===== config.mk =====
export PLATFORM = sky130hd
export DESIGN_NAME = seg_scan
export DESIGN_NICKNAME = d
export VERILOG_FILES = /design/src/rtl/seg_scan.sv
export SDC_FILE = /design/constraint.sdc
export NUM_CORES = 1
export LEC_CHECK = 0
export CAP_MARGIN = 20
export CORE_MARGIN = 1
export CORE_UTILIZATION = 45
export DETAILED_ROUTE_END_ITERATION = 6
export SYNTH_ARGS = -nofsm -noshare
export SYNTH_HDL_FRONTEND = slang
export SYNTH_SLANG_ARGS = --single-unit

===== constraint.sdc =====
create_clock -name clk -period 2.1 [get_ports clk]
set_input_delay 0.63 -clock clk [delete_from_list [all_inputs] [get_ports clk]]
set_output_delay 0.63 -clock clk [all_outputs]
set_load 0.01 [all_outputs]

===== src/rtl/seg_scan.sv =====
// 4-digit common-anode 7-segment scanner showing the last four distinct core results.
// Build option: define SEG_HEX_EN for hex glyphs on 10..15; otherwise those values show a dash.
module seg_scan #(
  parameter int unsigned SCAN_DIV = 50000
) (
  input  logic       clk,
  input  logic       reset,
  input  logic [3:0] val_in,
  output logic [6:0] seg,
  output logic [3:0] an,
  output logic       dp
);

  localparam logic [15:0] PRE_LAST = 16'(SCAN_DIV - 1);

  logic [15:0] r_pre;
  logic [1:0]  r_idx;
  logic        r_primed;
  logic [3:0]  r_last;
  logic [3:0]  r_hist [4];
  logic [3:0]  r_v;
  logic        r_fresh;
  logic [6:0]  r_seg;
  logic [3:0]  r_an;
  logic        r_dp;

  logic        w_push;
  logic        w_tc;
  logic        w_wrap;
  logic [3:0]  w_sel;
  logic [6:0]  w_seg_next;
  logic [3:0]  w_an_next;
  logic        w_dp_next;

  function automatic logic [6:0] glyph(input logic [3:0] nib);
    logic [6:0] g;
    case (nib)
      4'd0:    g = 7'b1000000;
      4'd1:    g = 7'b1111001;
      4'd2:    g = 7'b0100100;
      4'd3:    g = 7'b0110000;
      4'd4:    g = 7'b0011001;
      4'd5:    g = 7'b0010010;
      4'd6:    g = 7'b0000010;
      4'd7:    g = 7'b1111000;
      4'd8:    g = 7'b0000000;
      4'd9:    g = 7'b0010000;
`ifdef SEG_HEX_EN
      4'hA:    g = 7'b0001000;
      4'hB:    g = 7'b0000011;
      4'hC:    g = 7'b1000110;
      4'hD:    g = 7'b0100001;
      4'hE:    g = 7'b0000110;
      default: g = 7'b0001110;
`else
      default: g = 7'b0111111;
`endif
    endcase
    return g;
  endfunction

  // The first sample after reset always pushes, even if it equals the cleared last value.
  assign w_push = !r_primed || (val_in != r_last);
  assign w_tc   = (r_pre == PRE_LAST);
  assign w_wrap = w_tc && (r_idx == 2'd3);

  always_comb begin
    w_sel      = r_hist[r_idx];
    w_seg_next = r_v[r_idx] ? glyph(w_sel) : 7'b1111111;
    w_an_next  = ~(4'b0001 << r_idx);
    w_dp_next  = !((r_idx == 2'd0) && r_fresh);
  end

  // NOTE: all state below uses non-blocking assignments so every register samples
  // pre-edge values; blocking here would let hist[k] see hist[k-1]'s new value.
  always_ff @(posedge clk or posedge reset) begin
    if (reset) begin
      r_pre    <= '0;
      r_idx    <= '0;
      r_primed <= 1'b0;
      r_last   <= '0;
      r_v      <= '0;
      r_fresh  <= 1'b0;
      // NOTE: the history is only four small registers, so it is reset like any
      // other state; a larger RAM-style history would rely on the valid bits instead.
      for (int k = 0; k < 4; k++) r_hist[k] <= '0;
    end else begin
      if (w_tc) begin
        r_pre <= '0;
        r_idx <= r_idx + 2'd1;
      end else begin
        r_pre <= r_pre + 16'd1;
      end

      if (w_push) begin
        r_hist[0] <= val_in;
        for (int k = 1; k < 4; k++) r_hist[k] <= r_hist[k-1];
        r_v      <= {r_v[2:0], 1'b1};
        r_last   <= val_in;
        r_primed <= 1'b1;
      end

      // A push on the wrap cycle keeps the flag set for the coming digit-0 slot.
      if (w_push)      r_fresh <= 1'b1;
      else if (w_wrap) r_fresh <= 1'b0;
    end
  end

  always_ff @(posedge clk or posedge reset) begin
    if (reset) begin
      r_seg <= 7'b1111111;
      r_an  <= 4'b1110;
      r_dp  <= 1'b1;
    end else begin
      r_seg <= w_seg_next;
      r_an  <= w_an_next;
      r_dp  <= w_dp_next;
    end
  end

  assign seg = r_seg;
  assign an  = r_an;
  assign dp  = r_dp;

endmodule


After elaboration in Yosys (flattened, before gate mapping)
Memory sizes are Yosys's and may differ from the RTL's. Cells that the tools add are included.

Memories: 1. Memory bits (read-only): 112. Output and inout bits: 12. Latch bits: 0. Bits in registers: 52. Logic and storage cells: 39. RAM bits: 0.

Div/mod/pow operators: 0. Equal/unequal tests: 3. Shifts and indexed selects: 1. Mux-type cells: 9. Add/sub/neg operators: 2. $lt $le $gt $ge: 2. Reductions and logical operators: 7. Bitwise logic cells: 2. Multiply operators: 0.

Memories: (name not given) (depth 16, width 7, read ports 1, clocked after memory_dff 0, write ports 0, RTL line 37) `case (nib)`.

Operator list (number): $add 16x1->16 const B (1); $eq 16x16->1 const B (1); $mux 16 (1); $bmux 4 s2 (1); $mux 4 (2); $mux 7 (1); $ne 4x4->1 (1); $not 4->4 (1); $shl 1x2->4 const A (1); $ge 3x3->1 const B (1); $lt 2x3->1 const B (1); $mux 1 (3); $not 2->3 (1); $add 2x1->2 const B (1); $bmux 1 s2 (1); $eq 2x2->1 const B (1); $logic_and 1x1->1 (2); $logic_not 1->1 (2); $logic_not 2->1 (1); $reduce_bool 2->1 (1); $logic_or 1x1->1 (1).

Longest topological paths before layout
Gate-level depths: netlist of the first run. An unclocked memory read counts as a cell.

Depth after elaboration: 6. Depth in mapped cells: 8. Mapped depth without buffers: 7.

Worst setup path before layout of the first run
Ideal clock, no wire load.

Path kind: register to register. Start: reg r_idx[0]. End: reg r_seg[4], in the netlist seg[4]. Required time: 2.022 ns. Cell stages (with the launch flop): 9. Path slack: 0.139 ns. Arrival: 1.883 ns. Setup time: 0.078 ns. Cells stage by stage: dfrtp_1 -> buf_2 -> mux4_2 -> inv_1 -> ha_1 -> inv_1 -> mux2_1 -> mux2i_1 -> nand2_1.

Longest elaborated chain between the ends: 6.

Ends and longest elaborated chain: start, declared (RTL line 17) `logic [1:0] r_idx;`; start signal, assigned (RTL line 90) `r_idx <= r_idx + 2'd1;`; $not 2->3 (not written as such) (RTL line 68) `w_sel = r_hist[r_idx];`; $bmux 4 s2 (RTL line 68); $mux 4 (not written as such) (2 in series) (RTL line 68); $mem_v2 16x7; $mux 7 * (RTL line 69) `w_seg_next = r_v[r_idx] ? glyph(w_sel) : 7'b1111111;`; via w_seg_next[4] (RTL line 31) `logic [6:0] w_seg_next;`; end signal, assigned (RTL line 115) `r_seg <= w_seg_next;`; end, declared (RTL line 23) `logic [6:0] r_seg;`.

The timed path passes the listed nets; every way through them passes the cells marked *. The select of a mux whose other input is x is not followed. A chain may end at the register's enable or synchronous reset.

Worst setup path in the final report of the first run
Start: reg r_seg[6], in the netlist seg[6]. End: out seg[6].

RTL lines: end, declared (RTL line 9) `output logic [6:0] seg,`.

No word-level cell between the ends.

==> flow_metrics.env, run 1 <==
export IMPL_h_tree_depth=2
export IMPL_post_synth_top_count_cell="dfrtp_1"
export IMPL_reg2reg_to="seg[4]"
export IMPL_final_min_clock_period_ns=1.99
export IMPL_initial_core_util_pct=48.2
export IMPL_ff2ff_path_depth=7
export IMPL_hold_class="reg2reg"
export IMPL_post_cts_resized=0
export IMPL_syn2layout_area_growth_pct=16.5
export IMPL_critPathSlowestCell="dfstp_2"
export IMPL_synth_main_ff_cell="dfrtp_1"
export IMPL_synth_net_count=206
export IMPL_total_power_w=0.00179
export IMPL_post_cts_buffers=0
export IMPL_grt_util_all_layers_pct=16.1
export IMPL_r2r_start="r_idx[0]"
export IMPL_die_x_um=74.3
export IMPL_finalSetupTns_ns=0
export IMPL_synth_compound_area_share_pct=3.35
export IMPL_cts_max_path_buffers=2
export IMPL_ios=18
export IMPL_wl_met1_um=1760
export IMPL_yosysUniqueCellTypes=38
export IMPL_whs_ns=0.409
export IMPL_vias=1405
export IMPL_clk_latency_ns=0.31
export IMPL_synth_warnings=0
export IMPL_startpoint_type="flop"
export IMPL_ctsHoldBuffers=0
export IMPL_leakage_nw=1.17
export IMPL_synthTopCellsByCount="dfrtp_1 (40), inv_1 (16), xnor2_1 (13), nor2_1 (12)"
export IMPL_post_route_cell_area_sq_mm=0.00274
export IMPL_placement_cell_area_sq_mm=0.00264
export IMPL_n_antenna_cell=0
export IMPL_numPortBuffers=17
export IMPL_timing_fmax_mhz=502
export IMPL_synth_xor_area_share_pct=6.33
export IMPL_final_setup_viol_count=0
export IMPL_grt_max_degree=52
export IMPL_vdd_ir_drop_max_uv=374
export IMPL_cts_tree="done"
export IMPL_worst_path_stages=1
export IMPL_grt_first_pass_wirelength_um=6500
export IMPL_cp_endpoint="seg[6]"
export IMPL_synthesis_area_sq_mm=0.00235
export IMPL_cp_startpoint="seg[6]"
export IMPL_cts_buffers=5
export IMPL_clk_pin_slew_ns=0.09
export IMPL_drt_wl_total_um=3720
export IMPL_synth_edff_count=0
export IMPL_r2r_slack_ns=0.20
export IMPL_drtIter0Drc=76
export IMPL_cp_end_kind="output port"
export IMPL_rsz0062_at_grt="false"
export IMPL_dr_pass1_iters=5
export IMPL_drive_above_1_share_pct=21.7
export IMPL_cts_root_buf="clkbuf_8"
export IMPL_hold_viol=0
export IMPL_critPathKind="reg2out"
export IMPL_synth_cells=189
export IMPL_yosysSeqAreaShare_pct=54.9
export IMPL_async_flop_share_pct=100
export IMPL_synth_area_leaders="dfrtp_1 (43%), dfstp_2 (12%), ha_1 (5.9%)"
export IMPL_cellPowerDensity_mw_per_mm2=654
export IMPL_final_antenna_net_count=0
export IMPL_met3_wirelength_um=158
export IMPL_synth_fa_ha_area_share_pct=5.85
export IMPL_place_hpwl_um=2680
export IMPL_synth_top_family_by_area="multiplexers"
export IMPL_synth_top_area_cell="dfrtp_1"
export IMPL_vias_per_cell=5.04
export IMPL_clkSinkCount=51
export IMPL_synthMuxAreaShare_pct=13.3
export IMPL_synth_top_area_share_pct=42.6
export IMPL_cp_max_fo=1
export IMPL_top_layer_used="met4"
export IMPL_die_height_um=74.3
export IMPL_synth_simple_area_share_pct=11.7
export IMPL_ys_seq_elements=51
export IMPL_avgSynthCellArea_sq_um=12.4
export IMPL_critPathTopFamily="flip-flops"
export IMPL_required_ns=1.47
export IMPL_grt_pass1_vias=1444
export IMPL_row_count=25
export IMPL_nets=228
export IMPL_antenna_found_initial=0
export IMPL_path_cells="clkdlybuf4s50_1"
export IMPL_drc=0
export IMPL_status="completed"
export IMPL_cp_arrival_ns=1.36
export IMPL_gp_congestion=0.777
export IMPL_slowest_delay_ns=0.53
export IMPL_coreArea_sq_mm=0.00488
export IMPL_grt_overflow_total=0
export IMPL_crit_buf_inv=1
export IMPL_cap_violations=0
export IMPL_routed_wl_met2_um=1740
export IMPL_fin_worst_skew_ns=0.00597
export IMPL_wl_per_cell_um=13.3
export IMPL_fin_crit_sh_pct=94.9
export IMPL_die_area_sq_mm=0.00552
export IMPL_final_max_slew_viol_count=0
==> metal layers <==
| layer | up-vias | GRT usage, % |
|---|---|---|
| met5 | - | 0 |
| met4 | 0 | 7.55 |
| met3 | 6 | 5.01 |
| met2 | 33 | 24.1 |
| met1 | 688 | 21.5 |
| li1 | 678 | - |
==> cells by family (layout without fill, tap and decap cells) <==
family / after synthesis / in the layout
DFF: 51 / 51
buffers and inverters: 25 / 48
xor gates and xnor gates: 17 / 17
other: 1 / 1
muxes: 23 / 23
and+or+nand+nor: 47 / 47
adders and majority gates: 11 / 11
AOI/OAI and AO/OA: 14 / 14
==> power breakdown <==
part / internal [W] / switching, W / total, W
sequential: 0.00103 / 0.0000209 / 0.00105
combinational: 0.0000736 / 0.0000644 / 0.000138
clock: 0.000301 / 0.000305 / 0.000606
total: 0.00140 / 0.000390 / 0.00179
==> per-stage QoR <==
step	std cells	worst slack, ns	util (%)
2_1_floorplan	189	0.139	-
3_3_place_gp	271	-0.121	54.1
3_5_place_dp	271	-0.155	54.1
4_1_cts	279	0.0903	56.1
5_1_grt	279	0.0403	56.1
6_report	279	0.106	56.1
==> how the worst min path moves through the flow <==
stage / to / start / depth (start not counted) / slack (ns)
after floorplan: dp / r_fresh / 1 / 0.38
after global placement: dp / r_fresh / 1 / 0.41
after detailed placement: dp / r_fresh / 1 / 0.40
after CTS: dp / r_fresh / 1 / 0.42
after global routing: dp / r_fresh / 1 / 0.44
final: dp / r_fresh / 1 / 0.41
==> final cells by class <==
class	instances	area, sq um
clock buffers	8	100
fillers	424	2140
inverters	16	60.1
multi-input cells	113	956
flip-flops and latches	51	1290
well taps	67	83.8
repair buffers	24	248
==> registers in the layout, summed over array words and instances (netlist names) <==
signal,count
an,4
r_v,4
r_fresh,1
r_hist,16
r_pre,16
dp,1
r_idx,2
seg,7
==> placed cells by master, fill, tap and decap left out, types with 2 or more instances in the layout <==
cell type        instances
xor2_1                   4
ha_1                    11
xnor2_1                 13
nor2_1                  12
mux4_2                   5
nor4_1                   3
buf_12                   2
mux2_2                   9
mux2_1                   6
nand4_1                  4
dfstp_2                 11
nand3_1                  4
o21ai_1                  5
nor3_1                   2
nand2_1                  9
clkdlybuf4s50_1         17
dfrtp_1                 39
or4b_1                   2
buf_4                    5
mux2i_1                  3
o21ai_0                  3
inv_1                   15
clkbuf_8                 7
a21oi_1                  3
Power figures use the tool's default switching activity.
==> run 2: changes to the inputs <==
HOLD_SLACK_MARGIN = 0.02   (was not set)
==> results of run 2 <==
Final layout, timing and power as in run 1 (identical DEF).
